**src/rtl/simd_mem_pkg.sv**
```systemverilog
// simd_mem_pkg: shared types, default sizes and per-core bus slicing for the
// MatrixMul SIMD RAM arbiters.
package simd_mem_pkg;
    typedef enum logic [1:0] {IDLE, ACCESS, RESP} state_t;
    localparam int DEF_NCORES = 4;
    localparam int DEF_AW = 8;
    localparam int DEF_DW = 8;
    localparam int SLICE_MAX_W = 32;
    localparam int BUS_MAX_W = 8 * SLICE_MAX_W;
    // Caller zero-extends the packed bus and truncates the result to its width
    function automatic logic [SLICE_MAX_W-1:0] core_slice(input logic [BUS_MAX_W-1:0] bus,
                                                          input int i, input int w);
        return SLICE_MAX_W'(bus >> (i * w));
    endfunction
endpackage

```
**src/rtl/simd_ram_arbiter_rr_pick.sv**
```systemverilog
// rr_pick: combinational round-robin picker; first requester at or after ptr,
// wrapping modulo N. Shared with the DRAM-side arbiter.
module rr_pick #(
    parameter int N = 4,
    localparam int IW = $clog2(N)
) (
    input  logic [N-1:0]  req,
    input  logic [IW-1:0] ptr,
    output logic [N-1:0]  onehot,
    output logic [IW-1:0] idx
);
    logic [IW-1:0] j;
    always_comb begin
        idx = '0;
        j = '0;
        for (int k = N - 1; k >= 0; k--) begin
            j = IW'((int'(ptr) + k) % N);
            if (req[j]) idx = j;
        end
        onehot = (|req) ? N'(1) << idx : '0;
    end
endmodule

```
**src/rtl/simd_ram_arbiter.sv**
```systemverilog
// simd_ram_arbiter: round-robin sequencer sharing one synchronous RAM between
// NCORES SIMD cores. Define SIMD_RAM_BROADCAST_EN to merge same-address reads.
module simd_ram_arbiter
    import simd_mem_pkg::*;
#(
    parameter int NCORES = DEF_NCORES,
    parameter int AW = DEF_AW,
    parameter int DW = DEF_DW
) (
    input  logic                 clk,
    input  logic                 rst,
    input  logic [NCORES-1:0]    req,
    input  logic [NCORES-1:0]    wren,
    input  logic [NCORES*AW-1:0] addr,
    input  logic [NCORES*DW-1:0] din,
    input  logic                 dram_busy,
    output logic [NCORES-1:0]    grant,
    output logic [NCORES-1:0]    rvalid,
    output logic [DW-1:0]        dq,
    output logic [AW-1:0]        ram_addr,
    output logic [DW-1:0]        ram_din,
    output logic                 ram_wren,
    input  logic [DW-1:0]        ram_q
);
    localparam int IW = $clog2(NCORES);

    state_t            state_q, state_d;
    logic [NCORES-1:0] served_q, served_d, win_oh, mask;
    logic [IW-1:0]     ptr_q, ptr_d, win_idx;
    logic              wr_q, wr_d, arb;
    logic [AW-1:0]     ram_addr_q, ram_addr_d, win_addr;
    logic [DW-1:0]     ram_din_q, ram_din_d;

    rr_pick #(.N(NCORES)) u_pick (
        .req   (req),
        .ptr   (ptr_q),
        .onehot(win_oh),
        .idx   (win_idx)
    );

    always_comb begin
        win_addr = AW'(core_slice(BUS_MAX_W'(addr), int'(win_idx), AW));
        mask = win_oh;
`ifdef SIMD_RAM_BROADCAST_EN
        for (int i = 0; i < NCORES; i++)
            if (!wren[win_idx] && req[i] && !wren[i] &&
                AW'(core_slice(BUS_MAX_W'(addr), i, AW)) == win_addr)
                mask[i] = 1'b1;
`endif
        // IDLE and RESP are both arbitration points, giving back-to-back accesses
        arb = (state_q != ACCESS) && !dram_busy && (|req);
        state_d = arb ? ACCESS : (state_q == ACCESS) ? RESP : IDLE;
        served_d = arb ? mask : (state_q == ACCESS) ? served_q : '0;
        wr_d = arb ? wren[win_idx] : (state_q == ACCESS) && wr_q;
        ptr_d = arb ? ((win_idx == IW'(NCORES - 1)) ? '0 : win_idx + 1'b1) : ptr_q;
        ram_addr_d = arb ? win_addr : ram_addr_q;
        ram_din_d = arb ? DW'(core_slice(BUS_MAX_W'(din), int'(win_idx), DW)) : ram_din_q;
    end

    always_ff @(posedge clk or posedge rst) begin
        if (rst) begin
            state_q <= IDLE;
            served_q <= '0;
            wr_q <= 1'b0;
            ptr_q <= '0;
            ram_addr_q <= '0;
            ram_din_q <= '0;
        end else begin
            state_q <= state_d;
            served_q <= served_d;
            wr_q <= wr_d;
            ptr_q <= ptr_d;
            ram_addr_q <= ram_addr_d;
            ram_din_q <= ram_din_d;
        end
    end

    assign grant = (state_q == ACCESS) ? served_q : '0;
    assign rvalid = (state_q == RESP && !wr_q) ? served_q : '0;
    assign ram_wren = (state_q == ACCESS) && wr_q;
    assign ram_addr = ram_addr_q;
    assign ram_din = ram_din_q;
    assign dq = ram_q;
endmodule

```
**config.mk**
```make
export PLATFORM = sky130hd
export DESIGN_NAME = simd_ram_arbiter
export DESIGN_NICKNAME = d
export VERILOG_FILES = /design/src/rtl/simd_mem_pkg.sv /design/src/rtl/simd_ram_arbiter_rr_pick.sv /design/src/rtl/simd_ram_arbiter.sv
export SDC_FILE = /design/constraint.sdc
export NUM_CORES = 1
export LEC_CHECK = 0
export BUFFER_PORTS_ARGS = -buffer_cell sky130_fd_sc_hd__buf_2
export CORE_MARGIN = 5
export CORE_UTILIZATION = 41
export DETAILED_ROUTE_END_ITERATION = 8
export GPL_ROUTABILITY_DRIVEN = 1
export PLACE_DENSITY = 0.78
export SLEW_MARGIN = 5
export SYNTH_ARGS = -nofsm -noshare
export SYNTH_HDL_FRONTEND = slang
export SYNTH_SLANG_ARGS = --single-unit
```
**constraint.sdc**
```tcl
create_clock -name clk -period 1.9 [get_ports clk]
set_clock_uncertainty 0.1 [all_clocks]
set_input_delay 0.19 -clock clk [delete_from_list [all_inputs] [get_ports clk]]
set_output_delay 0.19 -clock clk [all_outputs]
set_load 0.05 [all_outputs]
```
==> Word level (Yosys, flattened, before mapping) <==
Index checks and enable logic that the tools add are counted.
{ "totals": {"wordCells": 51, "inputBits": 83, "output_inout_bits": 33, "reg_bits": 25} }
{ "classes": {"shift": 3, "eq_ne": 4, "magnitude_cmp": 5, "addsub": 4, "mux": 22, "reduce_logical": 7} }
{ "op_table": {"columns": ["cell", "n"], "rows": [
  ["$shr A32 B5 Y8", 2],
  ["$mux W4", 4],
  ["$lt A2 B3 Y1 const B", 5],
  ["$mux W2", 7],
  ["$bmux W1 S2", 5],
  ["$mux W1", 6],
  ["$add A2 B1 Y2 const B", 2],
  ["$add A2 B2 Y2 const B", 2],
  ["$eq A2 B2 Y1 const B", 2],
  ["$logic_and A1 B1 Y1", 4],
  ["$reduce_or A4 Y1", 1],
  ["$shl A1 B2 Y4 const A", 1],
  ["$eq A2 B1 Y1 const B", 1],
  ["$logic_not A1 Y1", 2],
  ["$ne A2 B1 Y1 const B", 1]
]} }

==> Depth between registers and ports, before layout <==
Gate-level depths: netlist of the first run.
{ "logic_depth": {"depth_word": 10, "mapped_depth": 7, "depth_no_buf": 5} }

==> Cells and area by module <==
Synthesis of the first run repeated with hierarchy kept, for this count alone.
{ "hier_totals": {"cells_unflattened": 127, "area_unflattened_um2": 1751.7} }
{ "modules_own_cells": {"columns": ["mod", "area_per_inst_um2", "cells_each", "seq_area_each_um2", "instances"], "rows": [
  ["simd_ram_arbiter", 1547.7, 96, 625.6, 1],
  ["rr_pick", 203.9, 31, 0.0, 1]
]} }

==> Worst setup path after synthesis of the first run <==
OpenSTA, ideal clock, no wires.
{ "synth_path": {"kind": "reg2reg", "startpoint": "reg ptr_q[1]", "endpoint": "reg ram_addr_q[0], in the netlist ram_addr[0]", "synth_period_minus_slack_ns": 1.592, "required_time_ns": 1.662, "setup_slack_ns": 0.308, "arrival_ns": 1.354, "path_buffers": 1, "stages_incl_launch_ff": 6, "setup_time_ns": 0.138, "cell_sequence": "dfrtp_1 > nor4_2 > nor2_4 > buf_6 > mux2i_1 > o221ai_1"} }
{ "synth_between": {"elab_chain_cells": 8, "elab_cells_between_ends": 16, "classes_between": "add/sub (3); shift (1); mux (12)"} }
{ "synth_rtl": {"columns": ["element", "line_no", "rtl"], "rows": [
  ["start, declared", "simd_ram_arbiter.sv:29", "logic [IW-1:0] ptr_q, ptr_d, win_idx;"],
  ["start signal, assigned", "simd_ram_arbiter.sv:72", "ptr_q <= ptr_d;"],
  ["$add A2 B2 Y2", "simd_ram_arbiter_rr_pick.sv:17", "j = IW'((int'(ptr) + k) % N);"],
  ["$bmux W1 S2", "simd_ram_arbiter_rr_pick.sv:18", "if (req[j]) idx = j;"],
  ["$mux W1 (implied by the code)", "simd_ram_arbiter_rr_pick.sv:18", null],
  ["$mux W2 (3 in series)", "simd_ram_arbiter_rr_pick.sv:18", null],
  ["$mux W2 *", "simd_ram_arbiter_rr_pick.sv:18", null],
  ["$shr A32 B5 Y8 *", "simd_mem_pkg.sv:13", "return SLICE_MAX_W'(bus >> (i * w));"],
  ["end signal, assigned", "simd_ram_arbiter.sv:73", "ram_addr_q <= ram_addr_d;"],
  ["end, declared", "simd_ram_arbiter.sv:31", "logic [AW-1:0] ram_addr_q, ram_addr_d, win_addr;"]
]} }
Every way passes the cells marked *; elsewhere a longest branch is shown, timed or not. The select of a mux whose other input is x is not followed.
A chain may end at the register's enable or synchronous reset.

==> Final worst setup path of the first run <==
{ "layout_path": {"startpoint": "reg state_q[0]", "endpoint": "out rvalid[3]"} }
{ "layout_between": {"elab_chain_cells": 3} }
{ "layout_rtl": {"columns": ["element", "line_no", "rtl"], "rows": [
  ["start, declared", "simd_ram_arbiter.sv:27", "state_t state_q, state_d;"],
  ["start signal, assigned", "simd_ram_arbiter.sv:69", "state_q <= state_d;"],
  ["$eq A2 B2 Y1", "simd_ram_arbiter.sv:79", "assign rvalid = (state_q == RESP && !wr_q) ? served_q : '0;"],
  ["$logic_and A1 B1 Y1", "simd_ram_arbiter.sv:79", null],
  ["$mux W4", "simd_ram_arbiter.sv:79", null],
  ["end, declared", "simd_ram_arbiter.sv:18", "output logic [NCORES-1:0] rvalid,"]
]} }
Every way passes these cells.

==> results of run 1 <==
-- registers in the layout, indices dropped and copies added, names as in the netlist --
name	count
ptr_q	2
ram_addr	8
served_q	4
wr_q	1
ram_din	8
state_q	2
-- Yosys cell counts, types with 2 or more instances --
cell / n
and2_1: 8
buf_4: 9
buf_6: 5
dfrtp_1: 25
inv_1: 2
mux2i_1: 34
nand2_1: 20
nor2_1: 2
nor2b_1: 4
o21a_1: 2
o21ai_0: 2
o21bai_1: 4
o221ai_1: 17
-- metal layers --
metal / wire (um) / track usage / share of wire / vias to the layer above
met5: 0 / 0 / 0 / -
met4: 24 / 0.0438 / 0.0053 / 0
met3: 425 / 0.0471 / 0.093 / 2
met2: 2260 / 0.315 / 0.50 / 75
met1: 1850 / 0.239 / 0.41 / 713
li1: - / - / - / 749
-- path summary, 6_finish.rpt --
kind,startpoint,end,slack [ns]
setup / recovery,state_q[0]$_DFF_PP0_,rvalid[3],0.17
hold / removal,addr[26],ram_addr[2]$_DFFE_PP0P_,0.13
setup reg to reg,ptr_q[0]$_DFFE_PP0P_,wr_q$_DFF_PP0_,0.17
hold reg to reg,state_q[1]$_DFF_PP0_,state_q[1]$_DFF_PP0_,0.39
max in group asynchronous,rst,ram_addr[7]$_DFFE_PP0P_,1.04
min in group asynchronous,rst,served_q[0]$_DFF_PP0_,0.41
-- worst max-delay path, cell delays in order (launching register included) --
cell     delay, ns
dfrtp_1       0.39
nor3b_1       0.35
and2_1        0.19
buf_2         0.26
-- metrics by stage --
step	instance area (um^2)	instances	total power [mW]	util	TNS, ns
finish	2240	300	3.16	0.602	0
global route	2240	300	3.37	0.602	0
CTS	2220	300	3.17	0.598	0
detailed placement	2080	288	2.66	0.559	-6.93
global placement	2080	288	2.63	0.559	-5.34
floorplan	1590	148	2.32	-	0
-- cells by family (layout without fill, tap and decap cells) --
| family | count (synthesis) | after routing |
|---|---|---|
| xor+xnor | 1 | 1 |
| simple gates | 43 | 44 |
| mux | 34 | 34 |
| flops | 25 | 25 |
| compound gates | 27 | 27 |
| buf+inv | 18 | 121 |
-- where the power goes --
| part | switching, mW | internal, mW | leakage, nW |
|---|---|---|---|
| clock network | 0.165 | 0.146 | 0.0255 |
| registers | 0.125 | 0.742 | 0.313 |
| logic | 1.25 | 0.735 | 0.915 |
-- timing repair --
item / CTS / global route
gates resized for setup: 2 / 3
cloned: 1 / 0
hold buffers: 1 / 0
endpoints found under the hold margin: 25 / 0
buffers inserted: 6 / 0
pin swaps: 2 / 0
endpoints found under the setup margin: 20 / 18
-- cell type report --
class,instances,area (um^2),area share
Clock buffer,3,41.3,0.0185
Clock inverter,1,5.00,0.00224
Inverter,3,16.3,0.00727
Multi-Input combinational cell,106,853,0.381
Sequential cell,25,626,0.280
Tap cell,48,60.1,0.0268
Timing Repair Buffer,114,636,0.284
==> results.toml, run 1 <==
[run_status]
status = "finished clean"

[cells_and_area]
drive_gt1_frac = 0.504
fillers = 343
area_growth_syn_to_layout_pct = 40.9
num_antenna_cells = 0
layout_common_cells = "buf_2, mux2i_1, dfrtp_1"
layout_commonest_cell = "buf_2"
nets = 336

[place]
port_buffers = 99
hpwl_mm = 3.47
dpl_worst_slack_ns = -0.381
gp_congestion = 0.766

[logic_synthesis]
synth.yosys.warnings = 0
ys_seq_area_frac = 0.394
synthFlopType = "dfrtp_1"
synth_compound_area_frac = 0.139
ys_seq_elements = 25
synth_edf_count = 0
synthMuxAreaShare = 0.214
synth_simple_gate_area_frac = 0.156
synthXorXnorAreaFrac = 0.00552
synth_area_leader_cell = "dfrtp_1"
synth_area_leaders = "dfrtp_1, mux2i_1, o221ai_1"
synth.top_cell.area_share = 0.394
synth_cells = 148
async_reset_ff_frac = 1.00
syn_area_per_cell_um2 = 10.7
synth_top_family_by_area = "multiplexers"
netlist_area_um2 = 1590
synth_cell_type_count = 27
synth-adder-area-share = 0
syn_nets = 231

[route]
drtIter0Drc = 54
vias_per_cell = 5.13
wire_per_inst_um = 15.2
ant_nets = 0
vias = 1539
drt-total-wl_mm = 4.56
dr.pass1.iters = 4
route.detailed.drc = 0

[grt]
grt_pass1_vias = 1633
gr-total-overflow = 0
grt_use_total = 0.187
grt_max_degree = 26
grt_pass1_wl_mm = 7.67
grt_antenna_before_repair = 0

[floorplanning]
num_io_pins = 116
dieArea_um2 = 5220
core-area_um2 = 3720
start_util = 0.427
die_h_um = 72.2
row_count = 22
die_w_um = 72.2

[setup_path]
worstPathArrival_ns = 1.44
r2r_cells = 6
crit_required_ns = 1.61
crit_path_end_kind = "output port"
crit_fanout = 4
crit_path_start_kind = "register"
critPathKind = "reg2out"

[clock_tree]
ctsRootBufferMaster = "clkbuf_8"
htreeDepth = 1
cts.path.max_buffers = 2
clk_pin_slew_ns = 0.09
cts.sinks = 25
cts_tree = "built"
cts_buffers = 3
clk_latency_ns = 0.26

[sta]
rsz0062_at_grt = "no"
setup_viol = 0
min_period_over_period = 0.912
tightest_slew_ns = 0.474
fmax_ghz = 0.577
setup_ws_ns = 0.167
final_max_slew_viol_count = 0
min_period_ns = 1.73
hold_viol_final = 0
hold_slack_ns = 0.127
relSlewSlack = 0.680

[run]
max_cap_viol_count = 0

[power_and_ir_drop]
vdd_ir_drop_max_uv = 830
power.leakage_nw = 1.25
power.density_nw_per_um2 = 1410

[hold_path]
hp-class = "in2reg"
min_path_cells = 3
Power figures use the tool's default switching activity.
==> run 2: changes to the inputs <==
--- a/config.mk
+++ b/config.mk
@@ -10,7 +10,8 @@
 export CORE_UTILIZATION = 41
 export DETAILED_ROUTE_END_ITERATION = 8
 export GPL_ROUTABILITY_DRIVEN = 1
-export PLACE_DENSITY = 0.78
+export HOLD_SLACK_MARGIN = 0.08
+export PLACE_DENSITY = 0.81
 export SLEW_MARGIN = 5
 export SYNTH_ARGS = -nofsm -noshare
 export SYNTH_HDL_FRONTEND = slang
==> run 2 against run 1 <==
Compared with the run above: global-route usage is 0.12 points lower; register-to-register slack worse by 0.06 ns; non-clock buffer count down 2; clock power about the same; critical path depth grew 3.
==> results.toml, run 2 (synthesized netlist as in run 1, its figures left out) <==
[setup_path]
critical_path.max_stage_delay_ns = 0.41
r2r_cells = 6
reg2reg_slack_ns = 0.11
startpoint = "ptr_q[0]$_DFFE_PP0P_"
worst-path-stages = 6
timing.critical_path.buf_inv = 1
worstPathArrival_ns = 1.81
cp_cell_sequence = "nor2b_1, buf_4, a211o_1, o21a_2, mux2i_1, o221ai_1"
crit_required_ns = 1.92
crit_path_end_kind = "register"
crit_path_start_kind = "register"
cp_slowest_cell = "dfrtp_1"
critPathKind = "reg2reg"
cp_top_family = "compound AO/OA/AOI/OAI gates"
worstReg2RegStart = "ptr_q[0]$_DFFE_PP0P_"
reg2reg_to = "wr_q$_DFF_PP0_"
crit_fanout = 5

[route]
drtIter0Drc = 101
dr.pass1.iters = 4
route.detailed.drc = 0
vias = 1566
vias_per_cell = 5.26
drt-total-wl_mm = 4.81
ant_nets = 0
wire_per_inst_um = 16.1

[sta]
hold_viol_final = 0
min_period_over_period = 0.941
hold_slack_ns = 0.128
setup_viol = 0
setup_ws_ns = 0.112
min_period_ns = 1.79
rsz0062_at_grt = "no"
tightest_slew_ns = 0.466
fmax_ghz = 0.559
relSlewSlack = 0.686
final_max_slew_viol_count = 0

[place]
gp_congestion = 0.761
hpwl_mm = 3.49
dpl_worst_slack_ns = -0.427
dpl_cell_area_um2 = 2070
port_buffers = 99

[clock_tree]
cts.sinks = 25
clk_pin_slew_ns = 0.09
cts_buffers = 3
htreeDepth = 1
clk_latency_ns = 0.26
cts.path.max_buffers = 2
ctsRootBufferMaster = "clkbuf_8"
cts_tree = "built"

[floorplanning]
die_w_um = 72.2
die_h_um = 72.2
num_io_pins = 116
core-area_um2 = 3720
row_count = 22
dieArea_um2 = 5220
start_util = 0.427

[power_and_ir_drop]
power_mw = 3.19
power.leakage_nw = 1.25
power.density_nw_per_um2 = 1430
vdd_ir_drop_max_uv = 846

[hold_path]
min_path_cells = 3
hold_end = "ram_addr[2]$_DFFE_PP0P_"
hp-class = "in2reg"
hp-start = "addr[26]"

[grt]
grt_pass1_vias = 1646
grt_max_degree = 19
grt_antenna_before_repair = 0
grt_pass1_wl_mm = 7.61
gr-total-overflow = 0
grt_use_total = 0.186

[cells_and_area]
fillers = 344
post-route-cell-area_um2 = 2230
area_growth_syn_to_layout_pct = 40.7
layout_common_cells = "buf_2, mux2i_1, dfrtp_1"
drive_gt1_frac = 0.496
num_antenna_cells = 0
fin_util = 0.601
nets = 334
layout_commonest_cell = "buf_2"

[run_status]
status = "finished clean"

[run]
max_cap_viol_count = 0
run 2: worst max path at each step:
stage | endpoint | slack [ns]
floorplan | ram_addr[0]$_DFFE_PP0P_ | 0.31
global placement | wr_q$_DFF_PP0_ | -0.32
detailed placement | wr_q$_DFF_PP0_ | -0.43
CTS | ram_addr[6]$_DFFE_PP0P_ | 0.04
global route | rvalid[3] | 0.007
finish | wr_q$_DFF_PP0_ | 0.11
run 2: layout make-up:
type	instances	area (um^2)	area share
timing repair buffer	112	633	0.283
clock buffer	4	45.0	0.0202
inverter	3	16.3	0.00728
sequential	25	626	0.280
multi-input combinational	106	853	0.382
tap	48	60.1	0.0269
run 2: stage by stage:
step	TNS (ns)	cells
after detailed placement	-7.46	287
after CTS	0	298
after global routing	0	298
after floorplan	0	148
final	0	298
after global placement	-5.40	287
run 2: repair_timing:
action                                 CTS  global route
cloned                                   1             0
gates resized for setup                  2             3
buffers inserted                         5             0
setup endpoints to repair               20            17
hold buffers                             1             0
pin swaps                                2             0
endpoints found under the hold margin    9             0
run 2: layer usage:
metal | track usage | vias to the layer above | share of wire
met5 | 0 | - | 0
met1 | 0.213 | 754 | 0.38
met4 | 0.0564 | 0 | 0.0092
met3 | 0.0346 | 6 | 0.075
li1 | - | 741 | -
met2 | 0.345 | 65 | 0.54
run 2: power breakdown:
| group | internal (mW) | switching (mW) |
|---|---|---|
| clock | 0.150 | 0.165 |
| combinational | 0.746 | 1.27 |
| sequential | 0.742 | 0.121 |
run 2: tightest hold or removal path: stages:
cell and delay, ns:
buf_2 0.07, mux2i_1 0.05, o221ai_1 0.13
==> run 3: changes to the inputs <==
--- a/config.mk
+++ b/config.mk
@@ -6,12 +6,13 @@
 export NUM_CORES = 1
 export LEC_CHECK = 0
 export BUFFER_PORTS_ARGS = -buffer_cell sky130_fd_sc_hd__buf_2
+export CORE_ASPECT_RATIO = 1.2
 export CORE_MARGIN = 5
-export CORE_UTILIZATION = 41
+export CORE_UTILIZATION = 35
 export DETAILED_ROUTE_END_ITERATION = 8
 export GPL_ROUTABILITY_DRIVEN = 1
 export HOLD_SLACK_MARGIN = 0.08
-export PLACE_DENSITY = 0.81
+export PLACE_DENSITY = 0.71
 export SLEW_MARGIN = 5
 export SYNTH_ARGS = -nofsm -noshare
 export SYNTH_HDL_FRONTEND = slang
==> run 3 against run 2 <==
Compared with the run above: wire length shrank 5.0%; largest cell class unchanged; first-iteration DRC count decreased by 65%; sequential share of layout area rose by 0.14 points; highest routed layer unchanged; maximum frequency about the same.
==> results.toml, run 3 (synthesized netlist as in run 1, its figures left out) <==
[sta]
fmax_ghz = 0.559
final_max_slew_viol_count = 0
rsz0062_at_grt = "yes"
tightest_slew_ns = 0.568
setup_viol = 0
setup_ws_ns = 0.112
hold_viol_final = 0
tns_ns = 0
relSlewSlack = 0.617
min_period_over_period = 0.941
min_period_ns = 1.79

[clock_tree]
htreeDepth = 1
clk_pin_slew_ns = 0.09
ctsRootBufferMaster = "clkbuf_8"
cts.sinks = 25
cts_buffers = 3
cts_tree = "built"
cts.path.max_buffers = 2
clk_latency_ns = 0.27

[route]
wire_per_inst_um = 14.9
route.detailed.drc = 0
dr_wl_met3_um = 351
top_layer = "met4"
drt-total-wl_mm = 4.56
vias_per_cell = 4.91
vias = 1502
detail_route.wirelength.met1_mm = 1.68
ant_nets = 0
route.met2.wl_mm = 2.49
drtIter0Drc = 35
dr.pass1.iters = 4

[power_and_ir_drop]
power.density_nw_per_um2 = 1410
vdd_ir_drop_max_uv = 639
power_mw = 3.14
power.leakage_nw = 1.24

[floorplanning]
dieArea_um2 = 5990
die_w_um = 71.5
row_count = 26
core-area_um2 = 4330
start_util = 0.367
num_io_pins = 116
die_h_um = 83.8

[place]
hpwl_mm = 3.40
dpl_worst_slack_ns = -0.398
port_buffers = 99
gp_congestion = 0.772

[cells_and_area]
fillers = 432
num_antenna_cells = 0
fin_util = 0.514
layout_common_cells = "buf_2, mux2i_1, dfrtp_1"
nets = 334
layout_commonest_cell = "buf_2"
drive_gt1_frac = 0.504
area_growth_syn_to_layout_pct = 40.0

[grt]
grt_max_degree = 26
grt_use_total = 0.152
grt_antenna_before_repair = 0
gr-total-overflow = 0
grt_pass1_vias = 1642
grt_pass1_wl_mm = 7.38

[run_status]
status = "finished clean"

[setup_path]
crit_fanout = 5
reg2reg_slack_ns = 0.11
r2r_cells = 6
endpoint = "wr_q$_DFF_PP0_"
crit_path_end_kind = "register"
crit_required_ns = 1.93
reg2reg_to = "wr_q$_DFF_PP0_"
worstReg2RegStart = "ptr_q[0]$_DFFE_PP0P_"
startpoint = "ptr_q[0]$_DFFE_PP0P_"
worstPathArrival_ns = 1.81
critPathKind = "reg2reg"
crit_path_start_kind = "register"

[hold_path]
hp-class = "in2reg"

[run]
max_cap_viol_count = 0
-- run 3: changes by cell type in the layout (fill, tap and decap cells not counted) --
cell | before | now
buf_12 | 3 | 1
buf_4 | 9 | 11
clkbuf_1 | 1 | 0
clkinv_2 | 0 | 1
nor2b_1 | 4 | 3
nor2b_2 | 0 | 1
-- run 3: worst min path at each step --
stage	start	end	slack [ns]	cells past startpoint
global route	addr[24]	ram_addr[0]$_DFFE_PP0P_	0.14	3
floorplan	rst	ptr_q[0]$_DFFE_PP0P_	0.12	1
CTS	addr[26]	ram_addr[2]$_DFFE_PP0P_	0.13	3
finish	addr[26]	ram_addr[2]$_DFFE_PP0P_	0.13	3
global placement	rst	served_q[0]$_DFF_PP0_	0.16	3
detailed placement	rst	served_q[0]$_DFF_PP0_	0.16	3
-- run 3: critical path, cell delays in order, from the launching register on --
cell,delay [ns]
dfrtp_1,0.41
nor2b_1,0.25
buf_4,0.16
a211o_1,0.13
o21a_2,0.24
mux2i_1,0.23
o221ai_1,0.14
-- run 3: cell type report --
class / count / area (um^2) / share of cell area
Sequential cell: 25 / 626 / 0.282
Clock buffer: 3 / 41.3 / 0.0186
Clock inverter: 1 / 5.00 / 0.00225
Tap cell: 56 / 70.1 / 0.0315
Timing Repair Buffer: 112 / 608 / 0.274
Multi-Input combinational cell: 106 / 856 / 0.385
Inverter: 3 / 16.3 / 0.00732
-- run 3: layer usage --
layer | track usage | up-vias
li1 | - | 745
met1 | 0.173 | 687
met2 | 0.276 | 66
met3 | 0.0361 | 4
met4 | 0.0427 | 0
met5 | 0 | -
-- run 3: what timing repair did --
action / in CTS / in global routing
hold endpoints to repair: 25 / 0
cloned: 1 / 0
hold buffers: 1 / 0
pin swaps: 2 / 0
gates resized for setup: 2 / 4
endpoints found under the setup margin: 20 / 17
buffers inserted: 5 / 0
-- run 3: where the power goes --
group	switching, mW	leakage [nW]	internal, mW
registers	0.123	0.313	0.742
logic	1.25	0.901	0.705
clock network	0.168	0.0255	0.147
total	1.54	1.24	1.59
-- run 3: metrics by stage --
step	hold WS [ns]	area, um^2	std cells
after floorplan	0.117	1590	148
final	0.129	2220	306
after detailed placement	0.157	2080	295
after CTS	0.128	2200	306
after global placement	0.156	2080	295
after global routing	0.141	2220	306
